### config.mk
export PLATFORM = sky130hd
export DESIGN_NAME = synapse_array
export DESIGN_NICKNAME = d
export VERILOG_FILES = /design/src/rtl/synapse_pkg.sv /design/src/rtl/synapse_mem.sv /design/src/rtl/synapse_array.sv
export SDC_FILE = /design/constraint.sdc
export NUM_CORES = 1
export LEC_CHECK = 0
export CAP_MARGIN = 20
export CORE_UTILIZATION = 55
export CTS_BUF_LIST = sky130_fd_sc_hd__clkbuf_4 sky130_fd_sc_hd__clkbuf_8
export DETAILED_ROUTE_END_ITERATION = 10
export PLACE_DENSITY_LB_ADDON = 0.12
export SKIP_CTS_REPAIR_TIMING = 1
export SYNTH_ARGS = -nofsm -noshare
export SYNTH_HDL_FRONTEND = slang
export SYNTH_SLANG_ARGS = --single-unit
### constraint.sdc
create_clock -name clk -period 4.7 [get_ports clk]
set_input_delay 0.47 -clock clk [delete_from_list [all_inputs] [get_ports clk]]
set_output_delay 0.47 -clock clk [all_outputs]
set_load 0.05 [all_outputs]
### src/rtl/synapse_pkg.sv
// rtl/synapse_pkg.sv - shared types, width helpers and saturating add for the synapse array
package synapse_pkg;

    typedef enum logic [1:0] {
        S_IDLE,
        S_LOAD,
        S_RMW_RD,
        S_RMW_WR
    } state_t;

    localparam int SAT_W = 64;

    function automatic int lanes_of(input int word_bits, input int w_bits);
        return word_bits / w_bits;
    endfunction

    function automatic int depth_of(input int n_syn, input int lanes);
        return n_syn / lanes;
    endfunction

    function automatic int addr_width(input int n);
        return $clog2(n);
    endfunction

    // old is unsigned, delta_sx is already sign-extended; two guard bits keep the sign and the carry.
    function automatic logic [SAT_W-1:0] sat_add(input logic [SAT_W-1:0] old_w,
                                                 input logic [SAT_W-1:0] delta_sx,
                                                 input int w_bits);
        logic [SAT_W+1:0] sum;
        sum = {2'b00, old_w} + {{2{delta_sx[SAT_W-1]}}, delta_sx};
        if (sum[SAT_W+1]) begin
            return '0;
        end else if ((sum >> w_bits) != '0) begin
            return ~({SAT_W{1'b1}} << w_bits);
        end else begin
            return sum[SAT_W-1:0];
        end
    endfunction

endpackage

### src/rtl/synapse_mem.sv
// rtl/synapse_mem.sv - single write port, registered read port word memory
module synapse_mem #(
    parameter int DEPTH     = 32,
    parameter int WORD_BITS = 32,
    parameter int ADDR_W    = 5
) (
    input  logic                 clk,
    input  logic                 we,
    input  logic [ADDR_W-1:0]    waddr,
    input  logic [WORD_BITS-1:0] wdata,
    input  logic                 re,
    input  logic [ADDR_W-1:0]    raddr,
    output logic [WORD_BITS-1:0] rdata
);

    logic [WORD_BITS-1:0] mem [DEPTH];

    always_ff @(posedge clk) begin
        if (we) begin
            mem[waddr] <= wdata;
        end
        if (re) begin
            rdata <= mem[raddr];
        end
    end

endmodule

### src/rtl/synapse_array.sv
// rtl/synapse_array.sv - packed weight memory with bulk load, reads and saturating STDP updates
module synapse_array
    import synapse_pkg::*;
#(
    parameter int  W_BITS    = 8,
    parameter int  WORD_BITS = 32,
    parameter int  N_SYN     = 128,
    localparam int LANES     = lanes_of(WORD_BITS, W_BITS),
    localparam int DEPTH     = depth_of(N_SYN, LANES),
    localparam int AW        = addr_width(N_SYN),
    localparam int LW        = addr_width(LANES),
    localparam int DW        = AW - LW
) (
    input  logic                 clk,
    input  logic                 rst,
    input  logic                 kill,
    input  logic                 load_en,
    input  logic [WORD_BITS-1:0] load_data,
    output logic                 load_done,
    output logic                 ready,
    input  logic                 rd_en,
    input  logic [AW-1:0]        rd_addr,
    output logic                 rd_valid,
    output logic [W_BITS-1:0]    rd_weight,
    input  logic                 upd_en,
    input  logic [AW-1:0]        upd_addr,
    input  logic [W_BITS-1:0]    upd_delta,
    output logic                 upd_done
);

    state_t                         state, state_next;
    logic [DW-1:0]                  load_cnt;
    logic                           load_last, load_beat, upd_go, rd_go, rd_pend;
    logic [LW-1:0]                  lane_r;
    logic [DW-1:0]                  rmw_word;
    logic [W_BITS-1:0]              delta_r;
    logic [WORD_BITS-1:0]           merged_r;
    logic                           mem_we, mem_re;
    logic [DW-1:0]                  mem_waddr, mem_raddr;
    logic [WORD_BITS-1:0]           mem_wdata, mem_rdata;
    logic [LANES-1:0][W_BITS-1:0]   word_lanes, merged;
    logic [W_BITS-1:0]              new_lane;

    assign load_last = (load_cnt == DW'(DEPTH - 1));

    always_comb begin
        state_next = state;
        load_beat  = 1'b0;
        upd_go     = 1'b0;
        rd_go      = 1'b0;
        case (state)
            S_IDLE: begin
                if (load_en) begin
                    load_beat  = 1'b1;
                    state_next = load_last ? S_IDLE : S_LOAD;
                end else if (upd_en) begin
                    upd_go     = 1'b1;
                    state_next = S_RMW_RD;
                end else if (rd_en) begin
                    rd_go = 1'b1;
                end
            end
            S_LOAD: begin
                if (load_en) begin
                    load_beat = 1'b1;
                    if (load_last) state_next = S_IDLE;
                end
            end
            S_RMW_RD: state_next = S_RMW_WR;
            S_RMW_WR: state_next = S_IDLE;
            default:  state_next = S_IDLE;
        endcase
        if (kill) begin
            state_next = S_IDLE;
            load_beat  = 1'b0;
            upd_go     = 1'b0;
            rd_go      = 1'b0;
        end
    end

    // A kill or reset on the write-back edge drops the write entirely.
    assign mem_we    = !rst && !kill && (load_beat || state == S_RMW_WR);
    assign mem_waddr = (state == S_RMW_WR) ? rmw_word : load_cnt;
    assign mem_wdata = (state == S_RMW_WR) ? merged_r : load_data;
    assign mem_re    = upd_go || rd_go;
    assign mem_raddr = upd_go ? upd_addr[AW-1:LW] : rd_addr[AW-1:LW];

    always_comb begin
        word_lanes     = mem_rdata;
        new_lane       = W_BITS'(sat_add(SAT_W'(word_lanes[lane_r]), SAT_W'($signed(delta_r)), W_BITS));
        merged         = word_lanes;
        merged[lane_r] = new_lane;
    end

    always_ff @(posedge clk) begin
        if (rst) begin
            state     <= S_IDLE;
            load_cnt  <= '0;
            ready     <= 1'b1;
            load_done <= 1'b0;
            upd_done  <= 1'b0;
            rd_pend   <= 1'b0;
            rd_valid  <= 1'b0;
            rd_weight <= '0;
        end else begin
            state     <= state_next;
            ready     <= (state_next == S_IDLE);
            load_done <= load_beat && load_last;
            upd_done  <= (state == S_RMW_WR) && !kill;
            rd_pend   <= rd_go;
            rd_valid  <= rd_pend;
            if (rd_pend) rd_weight <= word_lanes[lane_r];
            if (kill) begin
                load_cnt <= '0;
            end else if (load_beat) begin
                load_cnt <= load_last ? '0 : load_cnt + DW'(1);
            end
        end
    end

    always_ff @(posedge clk) begin
        if (upd_go) begin
            lane_r   <= upd_addr[LW-1:0];
            rmw_word <= upd_addr[AW-1:LW];
            delta_r  <= upd_delta;
        end else if (rd_go) begin
            lane_r <= rd_addr[LW-1:0];
        end
        if (state == S_RMW_RD) merged_r <= merged;
    end

    synapse_mem #(
        .DEPTH     (DEPTH),
        .WORD_BITS (WORD_BITS),
        .ADDR_W    (DW)
    ) u_mem (
        .clk   (clk),
        .we    (mem_we),
        .waddr (mem_waddr),
        .wdata (mem_wdata),
        .re    (mem_re),
        .raddr (mem_raddr),
        .rdata (mem_rdata)
    );

endmodule

==> impl_metrics.tcl, run 1 <==
set metrics [dict create \
    clk_pin_slew_worst_paths_ns 0.06 \
    max_stage_delay_ns 0.86 \
    io_pins 72 \
    cts_sinks 1123 \
    pwr-share-clk 0.399 \
    cp_max_fo 7 \
    crit_buf_inv 0 \
    synthFlopType "edfxtp_1" \
    worst_skew_pair.late_latency_ns 0.83 \
    cp_cell_sequence "mux4_2 > ha_1 > fa_1 > a211oi_1 > o21bai_1 > a2111oi_0 > nor2_1 > xor2_1 > o21ai_0 > o21ai_0" \
    finalSetupViolCount 0 \
    dieArea_sq_um 81840 \
    cp.arrival_ns 5.02 \
    ys_async_sr_fraction 0 \
    pwr-share-seq 0.539 \
    power_mw 20.63 \
    crit_path_end_kind "register" \
    synth-edff-count 1103 \
    gp_congestion 0.9277 \
    drc 0 \
    worst_path_max_delay_cell "o21ai_0" \
    fmax_mhz 221.4 \
    hp-class "in -> reg" \
    start_util 0.5591 \
    period_share 0.9611 \
    status "completed" \
    place_area_sq_um 47160 \
    max_slew_margin 0.2321 \
    grt_pass1_vias 25650 \
    area_growth_pct 14.25 \
    syn_nets 2673 \
    clock_path_buffers 3 \
    ys_types 65 \
    syn-instance-count 2601 \
    portBuffers 71 \
    min_period_ns 4.517 \
    drv_cap 0 \
    dr_total_vias 26160 \
    die_h_um 286.1 \
    grt_overflow 0 \
    worst_pin_slew_ns 1.148 \
    antenna_found_initial 1 \
    dp_hpwl_mm 67.50 \
    wl_per_cell_um 30.10 \
    grt_usage 0.2959 \
    hold_violations 0 \
    ir_drop_v 0.0002338 \
    first_pass_iters 6 \
    grt_pass1_wl_mm 174.1 \
    grt_setup_unrepaired "no" \
    initialDrtViolationCount 2894 \
    wirelength_mm 120.7 \
    antenna_left 0 \
    yosys_warnings 0 \
    powerDensity_nw_per_um2 406.7 \
    fin_tns_setup_ns 0 \
    core_area_sq_um 79390 \
    cp_common_cell "o21ai_0" \
    ys_seq_area_frac 0.7552 \
    die_w_um 286.1 \
    grt_max_degree 77 \
    cellLeakagePower_nw 16.42 \
    fin_area_sq_um 50710 \
    comb_power_share 0.062 \
    drive_gt1_frac 0.2212 \
    syn_avg_cell_area_sq_um 17.07 \
    numCtsBuffers 178 \
    root_buffer "clkbuf_8" \
    syn_area_sq_um 44390 \
    p_int_mw 15.96 \
    p_sw_mw 4.670 \
    nNetsFinal 2887 \
    synth_seq_cells 1123 \
    final-max-slew-violation-count 0 \
    swShare 0.2264 \
    htree_levels 4 \
    path_delay_family "compound AO/OA/AOI/OAI gates" \
    crit_type "reg -> reg" \
    cts_tree "built" \
    crit_required_ns 5.20 \
    fin_util 0.6388 \
    rows 103 \
    viasPerCell 6.524 \
    nFillCells 5680 \
    startpoint_type "register" \
    fin_skew_ns 0.04486 \
]
[metrics by stage]
step / hold WS (ns) / setup slack [ns] / cells
after floorplan: 0.4628 / 0.9015 / 2601
after global placement: 0.4819 / 0.3376 / 3684
after detailed placement: 0.4919 / 0.3845 / 3684
after CTS: 0.1448 / 0.3673 / 4006
after global routing: 0.1853 / 0.02448 / 4008
final: 0.2000 / 0.1828 / 4010
[Yosys cell counts (all sizes together) (63+ instances only)]
master / n / area (sq um)
clkbuf: 117 / 439.2
nand2: 64 / 242.7
a221oi: 63 / 551.8
a2111oi: 65 / 620.6
nand3: 101 / 515.5
mux2i: 173 / 1732
mux2: 198 / 2230
a21oi: 78 / 390.4
a22oi: 65 / 488.0
edfxtp: 1103 / 33120
nor2: 74 / 280.3
o22ai: 64 / 400.4
o21ai: 135 / 698.2
[sequential cells by signal (all words and copies together), names as in the netlist, 2 cells and up]
name / count
lane_r: 2
merged_r: 32
delta_r: 8
rmw_word: 5
rd_weight: 8
load_cnt: 5
state: 2
u_mem.mem: 1024
u_mem.rdata: 32
[layout make-up]
| cell class | instances | area [sq um] | share of cell area |
|---|---|---|---|
| inverter | 9 | 33.78 | 0.0006662 |
| clock buffer | 240 | 2953 | 0.05823 |
| sequential | 1123 | 33520 | 0.6610 |
| antenna | 3 | 7.507 | 0.0001480 |
| tap | 1050 | 1314 | 0.02591 |
| timing repair buffer | 196 | 1774 | 0.03499 |
| clock inverter | 82 | 575.6 | 0.01135 |
| multi-input combinational | 1307 | 10530 | 0.2077 |
[final timing paths]
check | slack (ns) | depth (start not counted) | from | end
setup / recovery | 0.18 | 10 | lane_r[0]$_DFFE_PP_ | merged_r[9]$_DFFE_PN_
hold / removal | 0.20 | 1 | upd_delta[6] | delta_r[6]$_DFFE_PP_
setup reg to reg | 0.18 | 10 | lane_r[0]$_DFFE_PP_ | merged_r[9]$_DFFE_PN_
hold reg to reg | 0.51 | 2 | rd_weight[7]$_SDFFE_PP0P_ | rd_weight[7]$_SDFFE_PP0P_
[layout by cell type, fill, tap and decap left out, drive strengths merged, types with 6 or more instances in the layout]
master / instances
a221oi: 63
dfxtp: 20
ha: 11
buf: 125
clkbuf: 240
bufinv: 6
nor2: 74
a21oi: 78
mux2i: 173
a22oi: 65
inv: 18
o2bb2ai: 32
nor4: 7
o211ai: 34
mux2: 198
nand2: 64
o211a: 31
mux4: 8
a2111oi: 65
o21ai: 135
a21boi: 33
clkdlybuf4s50: 71
o22ai: 64
o31ai: 9
edfxtp: 1103
clkinv: 66
nand3: 101
[power by group through the flow]
stage               logic, mW  clock network, mW  registers, mW
floorplan               0.738                  0           11.3
global placement         1.25                  0           11.3
detailed placement       1.27                  0           11.3
CTS                      1.28               8.36           11.1
global route             1.35               8.79           11.1
finish                   1.29               8.23           11.1
[layer usage]
metal,part of all wire,GRT usage,vias up,wire [um]
li1,-,-,11060,-
met1,0.40,0.4144,13400,48050
met2,0.47,0.4631,1495,57210
met3,0.098,0.06244,205,11860
met4,0.030,0.1029,0,3598
met5,0,0,-,0
[logic make-up after synthesis]
| family | count (synthesis) | share of synthesized area |
|---|---|---|
| AOI/OAI and AO/OA | 632 | 0.1013 |
| xor gates and xnor gates | 5 | 0.0009868 |
| adders and majority gates | 12 | 0.003552 |
| buffers and inverters | 171 | 0.01621 |
| DFF | 1123 | 0.7552 |
| muxes | 379 | 0.09330 |
| and+or+nand+nor | 279 | 0.02943 |
(Power assumes the default switching activity.)
==> run 2: changes to the inputs <==
- CORE_MARGIN: unset -> 2
==> run 2 against run 1 <==
Effect of this change:
- sequential share of layout area rose by 0.18 points
- flip-flop and latch count did not move
- global-route usage fell by 0.43 points
- clock skew fell by 0.016 ns
- sequential power barely moved
- cell area fell by 0.27%
- first-iteration DRC count rose by 1.2%
- utilization fell by 0.79 points
- largest cell class unchanged
==> impl_metrics.tcl, run 2 (synthesized netlist as in run 1, its figures left out) <==
set metrics [dict create \
    largest_register "u_mem.mem" \
    period_share 0.8743 \
    setup_slack_ns 0.5908 \
    viasPerCell 6.512 \
    numCtsBuffers 179 \
    nFillCells 5724 \
    gp_congestion 0.9052 \
    nNetsFinal 2882 \
    cp_cell_sequence "mux4_2 > ha_1 > fa_1 > a211oi_1 > o21bai_1 > a2111oi_0 > nor2_1 > xor2_1 > nor3b_1 > o31ai_1" \
    drv_cap 0 \
    crit_required_ns 5.24 \
    fmax_mhz 243.4 \
    dieArea_sq_um 82990 \
    root_buffer "clkbuf_8" \
    grt_max_degree 95 \
    crit_type "reg -> reg" \
    layout.cells.non_filler 4008 \
    finalSetupViolCount 0 \
    worst_path_max_delay_cell "nor3b_1" \
    powerDensity_nw_per_um2 402.6 \
    grt_usage 0.2917 \
    fin_tns_setup_ns 0 \
    drc 0 \
    wirelength_mm 120.2 \
    area_growth_pct 13.94 \
    final-max-slew-violation-count 0 \
    final_cell_mix "edfxtp_1, clkbuf_8, mux2_2, mux2i_1, o21ai_0" \
    fin_util 0.6309 \
    pre_cts_ws_ns 0.2396 \
    hp-class "in -> reg" \
    max_slew_margin 0.2342 \
    fin_skew_ns 0.02844 \
    htree_levels 4 \
    ir_drop_v 0.0003298 \
    first_pass_iters 5 \
    worst_skew_pair.late_latency_ns 0.83 \
    clk_pin_slew_worst_paths_ns 0.07 \
    antenna_left 0 \
    min_period_ns 4.109 \
    status "completed" \
    cts_sinks 1123 \
    dp.cells 3688 \
    startpoint_type "register" \
    worst_pin_slew_ns 1.144 \
    drive_gt1_frac 0.2199 \
    crit_path_end_kind "register" \
    grt_overflow 0 \
    hold-worst-slack_ns 0.2156 \
    cts_tree "built" \
    start_util 0.5538 \
    antenna_found_initial 6 \
    hold_violations 0 \
    io_pins 72 \
    portBuffers 71 \
    biggestRegsByFlops "u_mem.mem x1024, merged_r x32, u_mem.rdata x32" \
    dp_hpwl_mm 69.13 \
    core_area_sq_um 80160 \
    layout_commonest_cell "edfxtp_1" \
    cp_max_fo 7 \
    grt_pass1_vias 25490 \
    largest_reg_flops 1024 \
    max_stage_delay_ns 0.70 \
    rows 104 \
    die_h_um 288.1 \
    initialDrtViolationCount 2930 \
    cp.arrival_ns 4.65 \
    grt_pass1_wl_mm 173.1 \
    grt_setup_unrepaired "no" \
    die_w_um 288.1 \
    clock_path_buffers 3 \
    cellLeakagePower_nw 16.35 \
    wl_per_cell_um 29.98 \
    dr_total_vias 26100 \
]
run 2: cell types whose count changed in the layout (fill, tap and decap cells not counted):
cell,delta
buf_12,+1
buf_4,-7
bufinv_16,-3
clkbuf_4,+3
clkbuf_8,-3
clkinv_1,-4
clkinv_2,+1
clkinvlp_4,+3
diode_2,-2
inv_12,-1
run 2: where the power goes:
| part | total (mW) | internal [mW] | leakage [nW] | switching (mW) |
|---|---|---|---|---|
| Combinational | 1.26 | 0.442 | 4.45 | 0.814 |
| Sequential | 11.1 | 11.1 | 10.1 | 0.0389 |
| Clock | 8.00 | 4.23 | 1.81 | 3.77 |
| Total | 20.4 | 15.7 | 16.4 | 4.62 |
run 2: final timing paths:
kind | end | cells after the start | slack (ns) | startpoint
worst min register to register | rd_weight[7]$_SDFFE_PP0P_ | 2 | 0.52 | rd_weight[7]$_SDFFE_PP0P_
worst max-delay path | merged_r[7]$_DFFE_PN_ | 10 | 0.59 | lane_r[0]$_DFFE_PP_
worst min-delay path | delta_r[1]$_DFFE_PP_ | 1 | 0.22 | upd_delta[1]
worst max register to register | merged_r[7]$_DFFE_PN_ | 10 | 0.59 | lane_r[0]$_DFFE_PP_
run 2: layout make-up:
class,count,area [sq um],share of cell area
diodes,1,2.502,0.00004948
clock inverters,78,481.7,0.009525
well taps,1060,1326,0.02622
multi-input cells,1307,10530,0.2082
clock buffers,240,2934,0.05802
repair buffers,190,1742,0.03444
inverters,9,33.78,0.0006680
flip-flops and latches,1123,33520,0.6628
run 2: routing by layer:
metal  vias up  GRT usage  share of wire  wire length [um]
li1      11040          -              -                 -
met1     13410     0.4086           0.40             48600
met2      1438     0.4532           0.47             56360
met3       211    0.07132           0.10             12040
met4         6    0.09288          0.025              3033
met5         -   0.009302         0.0011               132
run 2: stage by stage:
| step | total power [mW] | instance area, sq um |
|---|---|---|
| finish | 20.36 | 50570 |
| global route | 20.99 | 50570 |
| CTS | 20.48 | 50550 |
| detailed placement | 12.56 | 47140 |
| global placement | 12.54 | 47140 |
| floorplan | 12.03 | 44390 |
run 2: worst max-delay path: cells and delay by family (launching register included):
kind / cells / cell delay (ns)
simple gates: 2 / 0.80
flops: 1 / 0.50
compound gates: 4 / 1.01
fa+ha+maj: 2 / 0.70
mux: 1 / 0.59
xor+xnor: 1 / 0.22
